<file path="config.mk">
export PLATFORM = sky130hd
export DESIGN_NAME = sync_result_fifo
export DESIGN_NICKNAME = d
export VERILOG_FILES = /design/src/rtl/sync_result_fifo.sv
export SDC_FILE = /design/constraint.sdc
export NUM_CORES = 1
export LEC_CHECK = 0
export CORE_MARGIN = 2
export CORE_UTILIZATION = 30
export DETAILED_ROUTE_END_ITERATION = 10
export GPL_TIMING_DRIVEN = 0
export PLACE_DENSITY_LB_ADDON = 0.12
export REMOVE_ABC_BUFFERS = 1
export SLEW_MARGIN = 20
export SYNTH_ARGS = -nofsm -noshare
export SYNTH_HDL_FRONTEND = slang
export SYNTH_SLANG_ARGS = --single-unit
</file>
<file path="constraint.sdc">
create_clock -name clk -period 1.8 [get_ports clk]
set_input_delay 0.36 -clock clk [delete_from_list [all_inputs] [get_ports clk]]
set_output_delay 0.36 -clock clk [all_outputs]
set_load 0.05 [all_outputs]
</file>
<file path="src/rtl/sync_result_fifo.sv">
// sync_result_fifo
//   Small result buffer placed after a valid/ready compute block. Each word
//   handshaken on the input side is stored and later re-presented on the
//   output side with the same valid/ready protocol, in strict arrival order.
//   Full and empty are resolved from the stored-word count, not from pointer
//   comparison.
//
// Ports
//   clk        system clock, rising edge
//   nrst       asynchronous active-low reset; discards all stored words
//   in_valid   producer offers in0 this cycle
//   in_ready   FIFO can accept a word (count != DEPTH)
//   in0        producer data, N bits
//   out_valid  FIFO holds at least one word
//   out_ready  consumer takes out0 this cycle
//   out0       head-of-queue word, zero when empty
//   count      number of stored words, 0..DEPTH

module sync_result_fifo #(
    parameter int N     = 16,
    parameter int DEPTH = 4,
    parameter int AW    = 2
) (
    input  logic          clk,
    input  logic          nrst,
    input  logic          in_valid,
    output logic          in_ready,
    input  logic [N-1:0]  in0,
    output logic          out_valid,
    input  logic          out_ready,
    output logic [N-1:0]  out0,
    output logic [AW:0]   count
);

    localparam logic [AW:0]   FULL_CNT = (AW+1)'(DEPTH);
    localparam logic [AW:0]   CNT_ONE  = (AW+1)'(1);
    localparam logic [AW-1:0] PTR_ONE  = AW'(1);

    logic [N-1:0]  mem [DEPTH];
    logic [AW-1:0] wr_ptr;
    logic [AW-1:0] rd_ptr;
    logic [AW:0]   cnt_q;
    logic          push;
    logic          pop;

    // Handshake flags come only from registered count, so neither ready nor
    // valid has a combinational path from the opposite side. When full a
    // push is refused even if a pop happens in the same cycle.
    assign in_ready  = (cnt_q != FULL_CNT);
    assign out_valid = (cnt_q != '0);
    assign push      = in_valid && in_ready;
    assign pop       = out_valid && out_ready;
    assign count     = cnt_q;

    // Zero the output when empty so stale memory never appears on out0.
    assign out0 = out_valid ? mem[rd_ptr] : '0;

    // Storage has no reset; its contents are irrelevant while count is 0.
    always_ff @(posedge clk) begin
        if (push) begin
            mem[wr_ptr] <= in0;
        end
    end

    // Pointers wrap naturally because DEPTH is a power of two.
    always_ff @(posedge clk or negedge nrst) begin
        if (!nrst) begin
            wr_ptr <= '0;
            rd_ptr <= '0;
            cnt_q  <= '0;
        end else begin
            if (push) begin
                wr_ptr <= wr_ptr + PTR_ONE;
            end
            if (pop) begin
                rd_ptr <= rd_ptr + PTR_ONE;
            end
            case ({push, pop})
                2'b10:   cnt_q <= cnt_q + CNT_ONE;
                2'b01:   cnt_q <= cnt_q - CNT_ONE;
                default: cnt_q <= cnt_q;
            endcase
        end
    end

endmodule

</file>
**After elaboration in Yosys (flattened, before gate mapping)**

Memory sizes are Yosys's and may differ from the RTL's.
Index checks and enable logic that the tools add are counted.

- Register bits: 7
- Bits in latches: 0
- Bits in writable memories: 64
- ROM bits: 0
- Input bits: 20
- Logic and storage cells: 19
- Memories: 1

- Add/subtract/negate cells: 4
- $mul: 0
- Div/mod/pow operators: 0
- Order comparisons: 0
- Equal/unequal tests: 3
- Shift-type cells: 0
- Mux-type cells: 4
- Bitwise gates (word level): 0
- Reduce and logical (&&, ||, !) cells: 4

Memories:

| memory | words | width | rd ports | clocked after Yosys merged registers in | wr ports | RTL line | text |
|---|---|---|---|---|---|---|---|
| mem | 4 | 16 | 1 | 0 | 1 | 39 | `logic [N-1:0] mem [DEPTH];` |

Operators by type and width:

| kind | count |
|---|---|
| $mux W16 | 1 |
| $pmux W3 S2 | 1 |
| $add A2 B1 Y2 const B | 2 |
| $add A3 B1 Y3 const B | 1 |
| $ne A3 B3 Y1 const B | 1 |
| $reduce_bool A3 Y1 | 1 |
| $sub A3 B1 Y3 const B | 1 |
| $eq A2 B1 Y1 const B | 1 |
| $eq A2 B2 Y1 const B | 1 |
| $logic_and A1 B1 Y1 | 2 |
| $mux W1 | 2 |
| $reduce_bool A2 Y1 | 1 |

**Longest topological paths before layout**

Gate-level depths: netlist of run 1.

- Depth in word-level cells: 4
- Depth in mapped cells: 9
- Gate-level depth less buffers: 9

**Worst setup path after synthesis of run 1**

Ideal clock, no wire load.

- Path kind: register to output
- Start: register cnt_q[0] (netlist: count[0])
- End: output out0[10]
- Data arrival time: 2.154 ns
- Required time: 1.440 ns
- Setup slack: -0.714 ns
- Stages on the path, launching flop included: 5
- Path buffers: 2
- Path through: dfrtp_1 > or3_1 > clkbuf_1 > clkbuf_1 > and2_1

- Cells in the longest elaborated chain, start to end: 2

RTL lines:

| item | RTL line | text |
|---|---|---|
| from (decl) | 42 | `logic [AW:0] cnt_q;` |
| from (signal assigned) | 79 | `2'b10: cnt_q <= cnt_q + CNT_ONE;` |
| from (signal assigned) | 80 | `2'b01: cnt_q <= cnt_q - CNT_ONE;` |
| from (signal assigned) | 81 | `default: cnt_q <= cnt_q;` |
| $reduce_bool A3 Y1 | 50 | `assign out_valid = (cnt_q != '0);` |
| via out_valid | 29 | `output logic out_valid,` |
| $mux W16 | 56 | `assign out0 = out_valid ? mem[rd_ptr] : '0;` |
| to (decl) | 31 | `output logic [N-1:0] out0,` |

The timed path passes the listed nets, and every way through them passes these cells.

**Final worst setup path of run 1**

- Start: register rd_ptr[0]
- End: output out0[0]

- Cells in the longest elaborated chain, start to end: 2

RTL lines:

| item | RTL line | text |
|---|---|---|
| from (decl) | 41 | `logic [AW-1:0] rd_ptr;` |
| from (signal assigned) | 76 | `rd_ptr <= rd_ptr + PTR_ONE;` |
| $mem_v2 Z4 W16 | - |  |
| $mux W16 | 56 |  |

No other way between the ends.

==> results.cfg, run 1 <==
[status]
status = finished, violations left
violations = setup timing

[setup_path]
path_class = reg -> out
arrival_ns = 1.75
startpoint_type = flop
path_max_fanout = 7
endpoint_kind = primary output
crit_required_ns = 1.44

[global_routing]
grt_pass1_wl_um = 8440
grt_start_max_net_pins = 19
grt_antenna_before_repair = 0
grtUsageTotal_pct = 11.5
grt_pass1_vias = 1583
grt_overflow_total = 0

[drt]
routed_wl_um = 5570
drtIter0Drc = 33
drc = 0
vias_per_cell = 4.25
drtPass1Iterations = 4
wire_per_inst_um = 16.6
vias = 1425
drtAntennaViolNets = 0

[pwr]
p_leak_nw = 1.43
p_int_mw = 4.98
p_comb_share_pct = 54.3
finalPower_mw = 8.00
pwr-share-seq_pct = 30.6
powerDensity_mw_per_mm2 = 2040
vdd_ir_drop_max_mv = 0.876
p_sw_share_pct = 37.7
power_switching_mw = 3.01
clkPwrFrac_pct = 15.0

[synthesis]
synth_compound_area_share_pct = 0
synthCells = 139
synthArstFlopShare_pct = 9.86
synthXorXnorAreaFrac_pct = 1.83
synth_cell_types = 22
synth_seq_area_share_pct = 73.2
yosysTopAreaCell = edfxtp_1
yosys-top-cells-area = edfxtp_1 67%, mux4_2 12%, dfrtp_1 6.1%
synthAdderAreaFrac_pct = 2.88
ys.warnings.count = 0
synthSimpleGateAreaFrac_pct = 5.99
ys.flop_type = edfxtp_1
synth.most_common_cell = edfxtp_1
synth_common_cells = 64 x edfxtp_1, 17 x and2_1, 15 x mux4_2
synth_edf_count = 64
synth_area_mm2 = 0.00286
synthMuxAreaShare_pct = 13.6
postSynthAreaPerCell_um2 = 20.6
synth_top_family_by_area = multiplexers
yosysTopAreaCellShare_pct = 67.1
synth_seq_cells = 71

[finish]
num_antenna_cells = 0
drive_above_1_share_pct = 48.1
multi_input_area_um2 = 754
final_cell_count_no_fill = 335
seqCellArea_mm2 = 0.00210
fillers = 829
fin_util_pct = 42.4
syn_to_final_growth_pct = 36.8
final_nets = 227

[clock_tree]
cts_tree = yes
clk_latency_ns = 0.33
root_buffer = clkbuf_8
numCtsBuffers = 9
clock_sinks = 71
htree_levels = 3
clk_pin_slew_ns = 0.07
cts_buffer_depth = 2

[placed_design]
gp_congestion = 0.713
dp_cells = 302
io_buffers = 40
dp_hpwl_um = 3190

[die]
start_util_pct = 31.0
ios = 41
core_mm2 = 0.00924
die_w_um = 102
die-area_mm2 = 0.0103
fp-row-count = 35
die_h_um = 102

[timing]
tightest_slew_ns = 0.501
fin_crit_ns = 2.11
fmax_mhz = 473
finalHoldViolations = 0
fin_skew_ns = 0.00739
relSlewSlack_pct = 66.6
setup_viol = 19
grt_setup_unrepaired = yes
worst_slack_ns = -0.315
min_period_over_period_pct = 117
tns_ns = -5.04
drv_slew = 0

[hold_path]
min_path_type = in -> async

[run]
cap_violations = 0
[layer usage]
| layer | share of wire [%] | up-vias | global-route usage, % |
|---|---|---|---|
| met4 | 1.3 | 0 | 4.99 |
| met5 | 0 | - | 0 |
| met2 | 53 | 37 | 19.3 |
| met3 | 3.8 | 6 | 3.24 |
| li1 | - | 658 | - |
| met1 | 42 | 724 | 13.9 |
[timing repair]
action	CTS	global route
buffers inserted	13	3
pin swaps	9	21
hold endpoints to repair	0	0
cloned	0	2
setup endpoints to repair	24	20
hold buffers	0	0
gates resized for setup	161	19
[placed cells by master (no fill, tap or decap), types with 2 or more instances in the layout]
master,instances
and3_2,4
edfxtp_1,64
dlygate4sd2_1,3
ha_1,4
inv_1,4
dfrtp_1,4
buf_12,4
clkdlybuf4s50_1,19
buf_8,16
clkinv_2,5
xor2_1,3
buf_6,5
buf_4,9
xnor2_1,3
and2_4,18
dfrtp_2,2
mux4_2,16
clkbuf_8,9
[power groups by stage]
stage	clock, mW	sequential [mW]	combinational [mW]
4_1_cts	1.25	2.45	4.03
6_report	1.20	2.45	4.34
3_3_place_gp	0	2.55	3.14
5_1_grt	1.31	2.50	4.57
3_5_place_dp	0	2.58	3.19
2_1_floorplan	0	2.58	2.11
[kinds of logic (layout without fill, tap and decap cells)]
logic type | after synthesis | in the layout
fa+ha+maj | 6 | 6
xor+xnor | 6 | 6
mux | 18 | 18
simple gates | 26 | 26
buf+inv | 12 | 79
flops | 71 | 71
[path summary, 6_finish.rpt]
kind	from	end	slack, ns	depth (start not counted)
setup reg to reg	count[1]$_DFFE_PN0P_	count[2]$_DFFE_PN0P_	-0.26	9
max in group asynchronous	nrst	rd_ptr[0]$_DFFE_PN0P_	1.19	1
setup / recovery	rd_ptr[0]$_DFFE_PN0P_	out0[0]	-0.31	4
hold / removal	nrst	wr_ptr[0]$_DFFE_PN0P_	0.31	1
hold reg to reg	count[2]$_DFFE_PN0P_	count[2]$_DFFE_PN0P_	0.54	1
min in group clk	count[2]$_DFFE_PN0P_	count[2]$_DFFE_PN0P_	0.54	1
[critical path: stages (launching register included)]
cell and delay [ns]:
dfrtp_4 0.48, buf_12 0.15, mux4_2 0.50, and2_4 0.16
buf_8 0.14
[sequential cells by signal (all words and copies together), names as in the netlist]
signal  flops
count       3
mem        64
rd_ptr      2
wr_ptr      2
[per-stage QoR]
stage / instance area, um2 / hold WS [ns] / setup WS, ns
3_3_place_gp: 3380 / 0.488 / -1.23
4_1_cts: 3800 / 0.290 / -0.360
3_5_place_dp: 3380 / 0.517 / -0.838
2_1_floorplan: 2820 / 0.0644 / -0.817
5_1_grt: 3920 / 0.306 / -0.385
6_report: 3920 / 0.306 / -0.315
[layout make-up]
| type | instances | share of cell area (%) |
|---|---|---|
| Sequential cell | 71 | 53.7 |
| Multi-Input combinational cell | 56 | 19.3 |
| Timing Repair Buffer | 57 | 17.5 |
| Tap cell | 129 | 4.12 |
| Clock buffer | 9 | 3.16 |
| Clock inverter | 7 | 1.63 |
| Inverter | 6 | 0.639 |
Power figures use the tool's default switching activity.
==> run 2, diff against run 1 <==
--- a/config.mk
+++ b/config.mk
@@ -5,9 +5,11 @@
 export SDC_FILE = /design/constraint.sdc
 export NUM_CORES = 1
 export LEC_CHECK = 0
+export ABC_CLOCK_PERIOD_IN_PS = 1800
 export CORE_MARGIN = 2
 export CORE_UTILIZATION = 30
 export DETAILED_ROUTE_END_ITERATION = 10
+export GPL_ROUTABILITY_DRIVEN = 0
 export GPL_TIMING_DRIVEN = 0
 export PLACE_DENSITY_LB_ADDON = 0.12
 export REMOVE_ABC_BUFFERS = 1
==> results of run 2 <==
The final DEF is identical to that of run 1; final timing and power are the same.
